## config.mk

```make
export PLATFORM = sky130hd
export DESIGN_NAME = gpio_irq_filter
export DESIGN_NICKNAME = d
export VERILOG_FILES = /design/src/rtl/gpio_irq_filter_pkg.sv /design/src/rtl/gpio_bit_filter.sv /design/src/rtl/gpio_irq_filter.sv
export SDC_FILE = /design/constraint.sdc
export NUM_CORES = 1
export LEC_CHECK = 0
export BUFFER_PORTS_ARGS = -buffer_cell sky130_fd_sc_hd__clkbuf_2
export CAP_MARGIN = 30
export CORE_ASPECT_RATIO = 0.9
export CORE_MARGIN = 1
export CORE_UTILIZATION = 49
export CTS_BUF_LIST = sky130_fd_sc_hd__clkbuf_16
export CTS_CLUSTER_SIZE = 16
export DETAILED_ROUTE_END_ITERATION = 8
export PLACE_DENSITY = 0.74
export RECOVER_POWER = 50
export SYNTH_ARGS = -nofsm -noshare
export SYNTH_HDL_FRONTEND = slang
export SYNTH_HIERARCHICAL = 1
export SYNTH_SLANG_ARGS = --single-unit
```

## constraint.sdc

```tcl
create_clock -name clk -period 1.32 [get_ports clk]
set_input_delay 0.198 -clock clk [delete_from_list [all_inputs] [get_ports clk]]
set_output_delay 0.198 -clock clk [all_outputs]
set_load 0.005 [all_outputs]
```

## src/rtl/gpio_irq_filter_pkg.sv

```systemverilog
// Shared definitions for the GPIO interrupt filter.
//
// Holds the default pin count, the default debounce length and the helper that
// sizes each per-pin debounce counter.
package gpio_irq_filter_pkg;

  // Number of independent input pins.
  localparam int unsigned DefaultWidth = 8;

  // Synchronized cycles a pin must hold a new value before it is accepted.
  localparam int unsigned DefaultDebounceCycles = 16;

  // Counter width able to hold 0..cycles. The counter only ever reaches
  // cycles-1, but sizing for cycles keeps DEBOUNCE_CYCLES=1 at a legal 1 bit.
  function automatic int unsigned cnt_width(input int unsigned cycles);
    int unsigned w;
    w = $clog2(cycles + 1);
    return (w < 1) ? 1 : w;
  endfunction

endpackage

```

## src/rtl/gpio_bit_filter.sv

```systemverilog
// Single-pin input conditioner.
//
// A two-flop synchronizer followed by a debounce counter. The accepted level
// only changes once the synchronized value has differed from it for
// DEBOUNCE_CYCLES consecutive cycles. rise/fall flag the edge on which the
// level is about to change, so the parent can capture pending bits on that
// same edge.
//
// Ports:
//   clk       - clock
//   resetn    - asynchronous active-low reset
//   pin_async - raw pad input
//   level     - debounced, registered level
//   rise      - level changes 0->1 at the next clock edge
//   fall      - level changes 1->0 at the next clock edge
module gpio_bit_filter
  import gpio_irq_filter_pkg::*;
#(
  parameter int unsigned DEBOUNCE_CYCLES = DefaultDebounceCycles,
  parameter logic        RESET_LEVEL     = 1'b0
) (
  input  logic clk,
  input  logic resetn,
  input  logic pin_async,
  output logic level,
  output logic rise,
  output logic fall
);

  localparam int unsigned     CntW   = cnt_width(DEBOUNCE_CYCLES);
  localparam logic [CntW-1:0] CntMax = CntW'(DEBOUNCE_CYCLES - 1);

  logic            sync1_q;
  logic            sync_q;
  logic            level_q;
  logic            level_d;
  logic [CntW-1:0] cnt_q;
  logic [CntW-1:0] cnt_d;
  logic            update;

  // Synchronizer: both stages reset to the level value so that reset release
  // never looks like an edge.
  always_ff @(posedge clk or negedge resetn) begin
    if (!resetn) begin
      sync1_q <= RESET_LEVEL;
      sync_q  <= RESET_LEVEL;
    end else begin
      sync1_q <= pin_async;
      sync_q  <= sync1_q;
    end
  end

  // Debounce: count consecutive cycles of disagreement; any agreement restarts
  // the count, so short pulses leave no trace.
  always_comb begin
    cnt_d   = cnt_q;
    level_d = level_q;
    update  = 1'b0;
    if (sync_q == level_q) begin
      cnt_d = '0;
    end else if (cnt_q == CntMax) begin
      update  = 1'b1;
      level_d = sync_q;
      cnt_d   = '0;
    end else begin
      cnt_d = cnt_q + CntW'(1);
    end
  end

  always_ff @(posedge clk or negedge resetn) begin
    if (!resetn) begin
      cnt_q   <= '0;
      level_q <= RESET_LEVEL;
    end else begin
      cnt_q   <= cnt_d;
      level_q <= level_d;
    end
  end

  assign level = level_q;
  assign rise  = update & sync_q;
  assign fall  = update & ~sync_q;

endmodule

```

## src/rtl/gpio_irq_filter.sv

```systemverilog
// GPIO interrupt filter.
//
// Synchronizes and debounces WIDTH asynchronous pins, then records enabled
// rising/falling level changes in sticky pending bits that software clears
// with a write-1-to-clear strobe. irq is the OR of all pending bits.
//
// Ports:
//   clk         - single clock for all state
//   resetn      - asynchronous active-low reset
//   pin_async   - raw pad inputs
//   irq_rise_en - per-bit rising-edge interrupt enable
//   irq_fall_en - per-bit falling-edge interrupt enable
//   clr_valid   - pending-clear strobe
//   clr_mask    - bits to clear, used only while clr_valid=1
//   level       - debounced pin levels
//   pending     - sticky interrupt-pending bits
//   irq         - OR-reduction of pending
module gpio_irq_filter
  import gpio_irq_filter_pkg::*;
#(
  parameter int unsigned      WIDTH           = DefaultWidth,
  parameter int unsigned      DEBOUNCE_CYCLES = DefaultDebounceCycles,
  parameter logic [WIDTH-1:0] RESET_LEVEL     = {WIDTH{1'b0}}
) (
  input  logic             clk,
  input  logic             resetn,
  input  logic [WIDTH-1:0] pin_async,
  input  logic [WIDTH-1:0] irq_rise_en,
  input  logic [WIDTH-1:0] irq_fall_en,
  input  logic             clr_valid,
  input  logic [WIDTH-1:0] clr_mask,
  output logic [WIDTH-1:0] level,
  output logic [WIDTH-1:0] pending,
  output logic             irq
);

  logic [WIDTH-1:0] rise;
  logic [WIDTH-1:0] fall;
  logic [WIDTH-1:0] set_bits;
  logic [WIDTH-1:0] clr_bits;
  logic [WIDTH-1:0] pending_q;
  logic [WIDTH-1:0] pending_d;

  for (genvar i = 0; i < WIDTH; i++) begin : g_bit
    gpio_bit_filter #(
      .DEBOUNCE_CYCLES(DEBOUNCE_CYCLES),
      .RESET_LEVEL    (RESET_LEVEL[i])
    ) u_bit (
      .clk      (clk),
      .resetn   (resetn),
      .pin_async(pin_async[i]),
      .level    (level[i]),
      .rise     (rise[i]),
      .fall     (fall[i])
    );
  end

  // Enables are only looked at on the edge where the level changes, so
  // enabling later never resurrects an old event. Set is OR-ed in after the
  // clear so a simultaneous set wins.
  always_comb begin
    clr_bits  = clr_valid ? clr_mask : '0;
    set_bits  = (rise & irq_rise_en) | (fall & irq_fall_en);
    pending_d = (pending_q & ~clr_bits) | set_bits;
  end

  always_ff @(posedge clk or negedge resetn) begin
    if (!resetn) begin
      pending_q <= '0;
    end else begin
      pending_q <= pending_d;
    end
  end

  assign pending = pending_q;
  assign irq     = |pending_q;

endmodule
```

==> results.txt, run 1 <==
Reg clk slew, reported paths: 0.05 ns
power density relative to cell area: 1200 nW/um^2
total global routing track utilization: 19.9%
total gr overflow: 0
total power after layout: 4660 uW
TritonCTS clock tree: yes
depth of the CTS H-tree: 3
uppermost layer routed: met4
Final period util: 108%
worst setup path category: reg2out
capturing instance or port of the critical path: irq
Post-synth top cells: sky130_fd_sc_hd__dfrtp_1 (72), sky130_fd_sc_hd__xor2_1 (24), sky130_fd_sc_hd__nand2_1 (17)
die area: 6330 sq um
Max-cap violations: 0
DR iter-0 viols: 84
CP peak stage delay: 0.41 ns
number of vias after detailed routing: 1980
leading cell type by number of instances after synthesis: sky130_fd_sc_hd__dfrtp_1
Num CTS Buffers: 9
global-route wire length before repair: 9.47 mm
final layout net count: 347
Hold/Removal Path Class: in2reg
post-placement worst setup slack: 0.0264 ns
Placement Rows: 26
violations in the final reports: setup timing
maximum frequency from static timing analysis: 701 MHz
adder-cell area share of the yosys netlist: 3.39%
DRT antenna net count: 0
unique cell type count in the Yosys netlist: 15
routed wl met3: 234 microns
maximum number of pins on one net before global-route repair: 35
Sequential cell area: 1800 sq um
top cell type by total area after synthesis: sky130_fd_sc_hd__dfrtp_1
number of pins with negative max-slew slack in the final report: 0
number of enable flip-flop cells after synthesis: 0
CP max stage cell: sky130_fd_sc_hd__dfrtp_1
reg2reg path depth: 4
setup repair after global routing missed its margin: true
Worst VDD drop: 926 uV
relative slew slack: 39.7%
FF-to-FF End: pending[4]
number of global-route vias before repair: 2062
run status: finished, violations left
met1 routed wirelength after detailed routing: 2.64 mm
area delta synth->final: 31.2%
register bit total from synthesis: 72
Warnings, synthesis: 6
crit path launch: pending[6]
multi-input gate area in the final layout: 1260 sq um
routed wire length on met2: 2.58 mm
routed length per instance: 14.7 microns
Post-Syn Area per Cell: 13.5 sq um
root buffer cell: sky130_fd_sc_hd__clkbuf_16
xor/xnor cell area share of the yosys netlist: 7.13%
critical path buffer and inverter count: 1
number of cells in the finished layout apart from fillers: 378
total iterations of the first detailed-routing run: 4
share of synthesized flip-flops with an asynchronous set or reset: 100%
final standard cell area without fillers: 3870 sq um
HPWL after detailed placement: 3.84 mm
share of cell area taken by muxes after synthesis: 4.07%
instance count on the critical path: 3
Post-Place Cell Area: 3400 sq um
final weighted congestion of routability-driven global placement: 0.792
clk_lat worst skew: 0.32 ns
worst reg2reg setup slack: 0.05 ns
fraction of layout cells with a size suffix above 1: 35.1%
final worst slack: -0.107 ns
core region area: 5730 sq um
mean number of vias per cell: 5.24
setup violators final: 1
required time at the endpoint of the critical path: 1.12 ns
area share of the largest cell type after synthesis: 61.1%
# clock sinks: 72
dominant combinational cell family by area after synthesis: simple AND/OR/NAND/NOR gates
type of destination of the critical path: output pin
count of placed standard cells including taps: 351
antenna diode count: 0
Synth area leaders: sky130_fd_sc_hd__dfrtp_1 (61%), sky130_fd_sc_hd__xor2_1 (7.1%), sky130_fd_sc_hd__mux2_4 (4.1%), sky130_fd_sc_hd__nand4b_2 (4.1%), sky130_fd_sc_hd__nor3b_1 (4.1%)
CP top delay family: flip-flops
basic-gate share of the synthesized area counting and, or, nand and nor cells: 17.9%
Crit path arrival time: 1.23 ns
fill cell total of the finished layout: 409
Min Clock Period, post-route: 1.43 ns
total wire length: 5.54 mm
count of buffers inserted at the top-level ports: 51
Syn Inst Count: 219
clock buffer depth: 2
actual transition at the worst max-transition pin: 0.904 ns
Worst R2R Start: g_bit[4].u_bit/cnt_q[0]
Startpoint Class: register
crit path cell chain: nor4_4, nand2_1, clkbuf_2
prevailing post-synth register cell: sky130_fd_sc_hd__dfrtp_1
Cell Area, Synth: 2950 sq um
critical-path maximum fanout: 2
area fraction in compound gates after synthesis: 6.45%
leakage power: 0.00224 uW
floorplan die width: 83.8 microns
worst clock skew on the final layout: 0.00449 ns
Hold Vio Cnt, Final: 0
I/O pins: 52
Die Y-Extent: 75.6 microns
Initial Util: 51.5%
number of nets in the synthesized netlist: 262
final routed DRC violation total: 0
portion of the post-synthesis area used by sequential elements: 61.1%
antenna violations before repair: 0
[power breakdown]
group / total, uW / switching, uW / internal [uW]
combinational: 289 / 137 / 152
clock: 2000 / 779 / 1220
sequential: 2370 / 76.2 / 2300
total: 4660 / 992 / 3660
[worst min-delay path by stage]
stage / from / end / slack [ns] / depth (start not counted)
after global placement: resetn / g_bit[5].u_bit/sync1_q / 0.14 / 1
after global routing: irq_fall_en[4] / pending[4] / 0.1 / 2
after detailed placement: resetn / g_bit[1].u_bit/sync1_q / 0.13 / 1
after floorplan: resetn / g_bit[0].u_bit/cnt_q[0] / -0.1 / 0
final: irq_fall_en[1] / pending[1] / 0.10 / 2
after CTS: irq_fall_en[4] / pending[4] / 0.09 / 2
[metal layers]
metal	vias to the layer above	global-route usage, %
met4	0	9.04
met3	11	4.98
met1	962	26.3
li1	964	-
met5	-	0
met2	43	32.1
[flip-flops by register name, summed over array words and instances, names as in the netlist]
signal               cells
g_bit.u_bit/cnt_q       40
pending                  8
g_bit.u_bit/sync_q       8
g_bit.u_bit/level        8
g_bit.u_bit/sync1_q      8
[per-stage QoR]
stage | hold slack [ns] | TNS [ns] | util, %
5_1_grt | 0.0996 | -1.97 | 67.6
3_3_place_gp | 0.135 | 0 | 59.4
2_1_floorplan | -0.0976 | 0 | -
3_5_place_dp | 0.132 | 0 | 59.4
4_1_cts | 0.0931 | -0.172 | 65.6
6_report | 0.104 | -0.107 | 67.6
[cells by family after synthesis]
kind of cell             Yosys count
multiplexers                       8
AND/OR/NAND/NOR                   83
XOR/XNOR                          24
adder cells (fa/ha/maj)            8
flip-flops                        72
AO/OA/AOI/OAI                     24
[repair_timing]
item | 4_1_cts | 5_1_grt
endpoints found under the hold margin | 20 | 0
hold buffers | 9 | 0
pin swaps | 1 | 3
buffers inserted | 2 | 1
endpoints found under the setup margin | 1 | 8
resized for setup | 1 | 18
[layout make-up]
class	instances	area share (%)
flip-flops and latches	72	46.6
multi-input cells	147	32.5
well taps	70	2.26
clock inverters	6	0.582
repair buffers	74	12.3
clock buffers	9	5.82
[placed cells by master, fill, tap and decap left out]
| cell | netlist | layout |
|---|---|---|
| sky130_fd_sc_hd__clkinv_1 | 0 | 2 |
| sky130_fd_sc_hd__nor3b_2 | 0 | 2 |
| sky130_fd_sc_hd__inv_1 | 0 | 4 |
| sky130_fd_sc_hd__buf_12 | 0 | 2 |
| sky130_fd_sc_hd__buf_4 | 0 | 12 |
| sky130_fd_sc_hd__ha_2 | 0 | 7 |
| sky130_fd_sc_hd__nand4b_4 | 0 | 7 |
| sky130_fd_sc_hd__dlygate4sd3_1 | 0 | 9 |
| sky130_fd_sc_hd__ha_1 | 8 | 1 |
| sky130_fd_sc_hd__a221o_1 | 8 | 8 |
| sky130_fd_sc_hd__nand4b_2 | 8 | 1 |
| sky130_fd_sc_hd__nor4_2 | 0 | 1 |
| sky130_fd_sc_hd__a31oi_1 | 8 | 8 |
| sky130_fd_sc_hd__mux2_4 | 8 | 8 |
| sky130_fd_sc_hd__xor2_1 | 24 | 24 |
| sky130_fd_sc_hd__and2_1 | 8 | 8 |
| sky130_fd_sc_hd__nor4_4 | 0 | 1 |
| sky130_fd_sc_hd__nor2_1 | 16 | 16 |
| sky130_fd_sc_hd__nor3b_1 | 16 | 14 |
| sky130_fd_sc_hd__nand2_1 | 17 | 17 |
| sky130_fd_sc_hd__clkbuf_2 | 0 | 50 |
| sky130_fd_sc_hd__and3_2 | 8 | 8 |
| sky130_fd_sc_hd__clkbuf_1 | 0 | 1 |
| sky130_fd_sc_hd__clkbuf_16 | 0 | 9 |
| sky130_fd_sc_hd__a21boi_1 | 8 | 8 |
| sky130_fd_sc_hd__dfrtp_1 | 72 | 72 |
| sky130_fd_sc_hd__nand3_1 | 8 | 8 |
(Power assumes the default switching activity.)
==> inputs of run 2 (changes only) <==
--- a/config.mk
+++ b/config.mk
@@ -15,6 +15,7 @@
 export DETAILED_ROUTE_END_ITERATION = 8
 export PLACE_DENSITY = 0.74
 export RECOVER_POWER = 50
+export SKIP_CTS_REPAIR_TIMING = 1
 export SYNTH_ARGS = -nofsm -noshare
 export SYNTH_HDL_FRONTEND = slang
 export SYNTH_HIERARCHICAL = 1
==> results.txt, run 2 (synthesis gave the netlist of run 1 again) <==
share of total power in combinational logic: 6.2% (about the same)
Reg clk slew, reported paths: 0.05 ns (about the same)
root buffer cell: sky130_fd_sc_hd__clkbuf_16
core region area: 5730 sq um (unchanged)
Final period util: 109% (+0.91 points)
Startpoint Class: register
Initial Util: 51.5% (unchanged)
antenna violations before repair: 0 (unchanged)
relative slew slack: 38.9% (-0.85 points)
total iterations of the first detailed-routing run: 4 (unchanged)
final layout net count: 345 (-0.58%)
global-route wire length before repair: 9.30 mm (-1.7%)
fraction of layout cells with a size suffix above 1: 34.6% (-0.42 points)
leakage power: 0.00223 uW (-0.49%)
number of flip-flops under the largest register name: 40 (unchanged)
maximum frequency from static timing analysis: 695 MHz (-0.84%)
Hold/Removal Path Class: in2reg
DRT antenna net count: 0 (unchanged)
worst clock skew on the final layout: 0.00452 ns (+0.0000347 ns)
Psw: 995 uW (+0.28%)
Hold Vio Cnt, Final: 0 (unchanged)
CP peak stage delay: 0.43 ns (+0.02 ns)
Die Y-Extent: 75.6 microns (unchanged)
Max-cap violations: 0 (unchanged)
number of global-route vias before repair: 2009 (-2.6%)
Internal Dissipation: 3660 uW (about the same)
crit path cell chain: nor4_4, nand2_1, clkbuf_2
# clock sinks: 72 (unchanged)
switching part of the total power: 21.3% (+0.046 points)
total wire length: 5.55 mm (+0.11%)
count of buffers inserted at the top-level ports: 51 (unchanged)
final core utilization: 67.3% (-0.26 points)
total global routing track utilization: 19.6% (-0.34 points)
violations in the final reports: setup timing
setup violators final: 1 (unchanged)
critical-path maximum fanout: 3 (+1)
DR iter-0 viols: 89 (+6.0%)
worst setup path category: reg2out
fraction of met1 tracks used by global routing: 26.0% (-0.29 points)
Crit path arrival time: 1.24 ns (about the same)
clk_lat worst skew: 0.32 ns (about the same)
type of destination of the critical path: output pin
met3 layer usage reported by global route: 4.98% (unchanged)
final worst slack: -0.119 ns (-0.0120 ns)
CP max stage cell: sky130_fd_sc_hd__dfrtp_1
Worst VDD drop: 926 uV (about the same)
clock buffer depth: 2 (unchanged)
WHS: 0.103 ns (-0.000943 ns)
final routed DRC violation total: 0 (unchanged)
actual transition at the worst max-transition pin: 0.917 ns (+0.0128 ns)
largest reg by FF count: g_bit.u_bit/cnt_q
die area: 6330 sq um (unchanged)
mean number of vias per cell: 5.26 (+0.48%)
depth of the CTS H-tree: 3 (unchanged)
most common library cell in the layout ignoring fill and taps: sky130_fd_sc_hd__dfrtp_1
maximum number of pins on one net before global-route repair: 35 (unchanged)
commonest non-fill, non-tap cells in the layout: sky130_fd_sc_hd__dfrtp_1 (72), sky130_fd_sc_hd__clkbuf_2 (50), sky130_fd_sc_hd__xor2_1 (24), sky130_fd_sc_hd__nand2_1 (17), sky130_fd_sc_hd__nor2_1 (16)
total gr overflow: 0 (unchanged)
sequential share of power: 50.9% (about the same)
routed length per instance: 14.8 microns (+0.64%)
Min Clock Period, post-route: 1.44 ns (+0.0120 ns)
total power after layout: 4660 uW (about the same)
HPWL after detailed placement: 3.84 mm (unchanged)
fraction of met2 tracks used by global routing: 31.2% (-0.90 points)
clock network fraction of design power: 42.9% (about the same)
final weighted congestion of routability-driven global placement: 0.792 (unchanged)
layer with the highest usage after global routing: met2
floorplan die width: 83.8 microns (unchanged)
Num CTS Buffers: 9 (unchanged)
run status: finished, violations left
setup repair after global routing missed its margin: true
required time at the endpoint of the critical path: 1.12 ns (about the same)
I/O pins: 52 (unchanged)
TritonCTS clock tree: yes
number of vias after detailed routing: 1979 (-0.051%)
Placement Rows: 26 (unchanged)
area delta synth->final: 30.7%
number of pins with negative max-slew slack in the final report: 0 (unchanged)
antenna diode count: 0 (unchanged)
power density relative to cell area: 1210 nW/um^2 (+0.45%)
==> run 2: changes by cell type in the layout (fill, tap and decap cells not counted) <==
cell	before	now
sky130_fd_sc_hd__buf_4	12	10
==> run 2: layer usage <==
| layer | part of all wire (%) | vias to the layer above |
|---|---|---|
| met5 | 0 | - |
| met4 | 1.7 | 0 |
| met3 | 3.8 | 12 |
| met2 | 46 | 41 |
| met1 | 49 | 961 |
| li1 | - | 965 |
==> run 2: final timing paths <==
kind                                         start                      end  slack, ns  depth (start not counted)
max                                     pending[0]                      irq      -0.12                          3
min                                 irq_fall_en[1]               pending[1]       0.10                          2
max reg2reg                g_bit[4].u_bit/cnt_q[0]               pending[4]       0.05                          4
min reg2reg                 g_bit[0].u_bit/sync1_q    g_bit[0].u_bit/sync_q       0.35                          0
max in group asynchronous                   resetn  g_bit[4].u_bit/cnt_q[3]       0.10                          3
min in group asynchronous                   resetn     g_bit[6].u_bit/level       0.54                          2
==> run 2: cell type report <==
| class | instances | area (sq um) |
|---|---|---|
| fillers | 404 | 1870 |
| flip-flops and latches | 72 | 1800 |
| multi-input cells | 147 | 1260 |
| repair buffers | 72 | 459 |
| clock buffers | 9 | 225 |
| well taps | 70 | 87.6 |
| clock inverters | 6 | 22.5 |
==> run 2: power groups by stage <==
| stage | Sequential [uW] | Combinational (uW) | Clock [uW] |
|---|---|---|---|
| floorplan | 2390 | 109 | 0 |
| global placement | 2400 | 255 | 0 |
| detailed placement | 2400 | 262 | 0 |
| CTS | 2360 | 265 | 2050 |
| global route | 2380 | 334 | 2150 |
| finish | 2370 | 290 | 2000 |
==> run 2: critical path, delay by kind of cell (launching register included) <==
family,cells,cell delay (ns)
simple gates,2,0.38
buf+inv,1,0.12
flops,1,0.43
==> run 2: through the flow <==
stage	worst slack (ns)	instance area (sq um)	setup TNS, ns	std cells
floorplan	0.0680	2950	0	219
global placement	0.0421	3400	0	351
detailed placement	0.0264	3400	0	351
CTS	-0.244	3650	-0.244	366
global route	-0.215	3850	-1.98	376
finish	-0.119	3850	-0.119	376
==> inputs of run 3 (changes only) <==
--- a/config.mk
+++ b/config.mk
@@ -13,9 +13,9 @@
 export CTS_BUF_LIST = sky130_fd_sc_hd__clkbuf_16
 export CTS_CLUSTER_SIZE = 16
 export DETAILED_ROUTE_END_ITERATION = 8
+export GPL_TIMING_DRIVEN = 0
 export PLACE_DENSITY = 0.74
 export RECOVER_POWER = 50
-export SKIP_CTS_REPAIR_TIMING = 1
 export SYNTH_ARGS = -nofsm -noshare
 export SYNTH_HDL_FRONTEND = slang
 export SYNTH_HIERARCHICAL = 1
==> results.txt, run 3 (synthesis gave the netlist of run 1 again) <==
run status: finished, violations left
violations in the final reports: setup timing
area delta synth->final: 31.4%
core region area: 5730 sq um (unchanged)
Die Y-Extent: 75.6 microns (unchanged)
final routed DRC violation total: 0 (unchanged)
HPWL after detailed placement: 3.42 mm (-11%)
leakage power: 0.00222 uW (-0.64%)
setup violators final: 1 (unchanged)
mean number of vias per cell: 5.19 (-1.3%)
number of pins with negative max-slew slack in the final report: 0 (unchanged)
Reg clk slew, reported paths: 0.05 ns (about the same)
Internal Dissipation: 4070 uW (+11%)
WHS: 0.0954 ns (-0.00735 ns)
most common library cell in the layout ignoring fill and taps: sky130_fd_sc_hd__dfrtp_1
total wire length: 5.34 mm (-3.8%)
total power after layout: 5160 uW (+11%)
Initial Util: 51.5% (unchanged)
die area: 6330 sq um (unchanged)
worst clock skew on the final layout: 0.00532 ns (+0.000800 ns)
Psw: 1100 uW (+10%)
Crit path arrival time: 1.25 ns (about the same)
actual transition at the worst max-transition pin: 0.614 ns (-0.303 ns)
maximum frequency from static timing analysis: 689 MHz (-0.88%)
Hold Vio Cnt, Final: 0 (unchanged)
number of flip-flops under the largest register name: 40 (unchanged)
final layout net count: 338 (-2.0%)
TritonCTS clock tree: yes
critical-path maximum fanout: 3 (unchanged)
total global routing track utilization: 19.1% (-0.45 points)
total gr overflow: 0 (unchanged)
summed negative setup slack over all endpoints: -0.132 ns (-0.0128 ns)
number of vias after detailed routing: 1922 (-2.9%)
Final period util: 110% (+0.97 points)
largest reg by FF count: g_bit.u_bit/cnt_q
switching part of the total power: 21.2% (-0.13 points)
clock network fraction of design power: 48.9% (+6.0 points)
final weighted congestion of routability-driven global placement: 0.779 (-1.6%)
Startpoint Class: register
final worst slack: -0.132 ns (-0.0128 ns)
Num CTS Buffers: 9 (unchanged)
clock buffer depth: 2 (unchanged)
required time at the endpoint of the critical path: 1.12 ns (about the same)
count of buffers inserted at the top-level ports: 51 (unchanged)
fraction of layout cells with a size suffix above 1: 35.3% (+0.69 points)
relative slew slack: 59.0% (+20 points)
maximum number of pins on one net before global-route repair: 49 (+40%)
commonest non-fill, non-tap cells in the layout: sky130_fd_sc_hd__dfrtp_1 (72), sky130_fd_sc_hd__clkbuf_2 (51), sky130_fd_sc_hd__xor2_1 (24), sky130_fd_sc_hd__nand2_1 (17), sky130_fd_sc_hd__nor2_1 (16)
Min Clock Period, post-route: 1.45 ns (+0.0128 ns)
DRT antenna net count: 0 (unchanged)
number of global-route vias before repair: 1897 (-5.6%)
setup repair after global routing missed its margin: true
Hold/Removal Path Class: in2reg
antenna violations before repair: 0 (unchanged)
startpoint of the worst hold path: irq_fall_en[4]
type of destination of the critical path: output pin
crit path launch: pending[2]
Placement Rows: 26 (unchanged)
I/O pins: 52 (unchanged)
total iterations of the first detailed-routing run: 4 (unchanged)
fill cell total of the finished layout: 416 (+3.0%)
Worst R2R Start: g_bit[0].u_bit/cnt_q[0]
share of total power in combinational logic: 5.1% (-1.1 points)
routed length per instance: 14.4 microns (-2.2%)
sequential share of power: 46.0% (-4.9 points)
Max-cap violations: 0 (unchanged)
count of placed standard cells including taps: 341 (-2.8%)
Worst VDD drop: 993 uV (+7.2%)
antenna diode count: 0 (unchanged)
clk_lat worst skew: 0.33 ns (about the same)
depth of the CTS H-tree: 3 (unchanged)
# clock sinks: 72 (unchanged)
global-route wire length before repair: 9.02 mm (-3.0%)
DR iter-0 viols: 92 (+3.4%)
worst setup path category: reg2out
power density relative to cell area: 1330 nW/um^2 (+10%)
number of cells in the finished layout apart from fillers: 370 (-1.6%)
root buffer cell: sky130_fd_sc_hd__clkbuf_16
floorplan die width: 83.8 microns (unchanged)
## run 3: cell types whose count changed in the layout (fill, tap and decap cells not counted), moves of 3 or more
cell,change
sky130_fd_sc_hd__inv_1,-4
sky130_fd_sc_hd__buf_4,-6
sky130_fd_sc_hd__ha_4,+3
sky130_fd_sc_hd__clkinv_2,+3
## run 3: layer usage
layer / vias up / share of wire [%] / global-route usage [%]
met5: - / 0 / 0
met4: 0 / 1.2 / 7.91
met3: 7 / 4.9 / 5.85
met2: 47 / 46 / 29.5
met1: 930 / 48 / 25.8
li1: 938 / - / -
## run 3: path summary, 6_finish.rpt
| kind | to | depth (start not counted) | slack [ns] |
|---|---|---|---|
| max in group asynchronous | g_bit[7].u_bit/level | 3 | 0.16 |
| setup reg to reg | pending[0] | 4 | 0.05 |
| hold / removal | pending[4] | 2 | 0.1 |
| hold reg to reg | g_bit[3].u_bit/sync_q | 0 | 0.35 |
| setup / recovery | irq | 3 | -0.13 |
| min in group asynchronous | g_bit[5].u_bit/cnt_q[2] | 2 | 0.42 |
## run 3: layout make-up
| cell class | instances | area, sq um | share of cell area [%] |
|---|---|---|---|
| Clock inverter | 7 | 86.3 | 2.23 |
| Multi-Input combinational cell | 147 | 1280 | 33.2 |
| Timing Repair Buffer | 65 | 390 | 10.1 |
| Clock buffer | 9 | 225 | 5.81 |
| Sequential cell | 72 | 1800 | 46.5 |
| Tap cell | 70 | 87.6 | 2.26 |
## run 3: timing repair
item,in CTS,in global routing
hold buffers,9,0
gates resized for setup,13,9
endpoints found under the setup margin,8,7
pin swaps,2,1
endpoints found under the hold margin,32,0
buffers inserted,3,1
## run 3: power by group through the flow
stage,combinational [uW],sequential [uW],clock (uW)
6_report,264,2380,2520
5_1_grt,310,2390,2650
4_1_cts,267,2370,2570
3_5_place_dp,237,2400,0
3_3_place_gp,222,2400,0
2_1_floorplan,109,2390,0
## run 3: through the flow
stage | area [sq um] | utilization [%] | setup slack, ns
final | 3880 | 67.7 | -0.132
after global routing | 3880 | 67.7 | -0.189
after CTS | 3830 | 66.9 | -0.128
after detailed placement | 3320 | 58.0 | -0.0121
after global placement | 3290 | 57.5 | -0.533
after floorplan | 2950 | - | 0.0680
## run 3: critical path, cell delays in order, from the launching register on
cell and delay, ns:
sky130_fd_sc_hd__dfrtp_1 0.40, sky130_fd_sc_hd__nor4_2 0.31, sky130_fd_sc_hd__nand2_1 0.09, sky130_fd_sc_hd__clkbuf_2 0.13
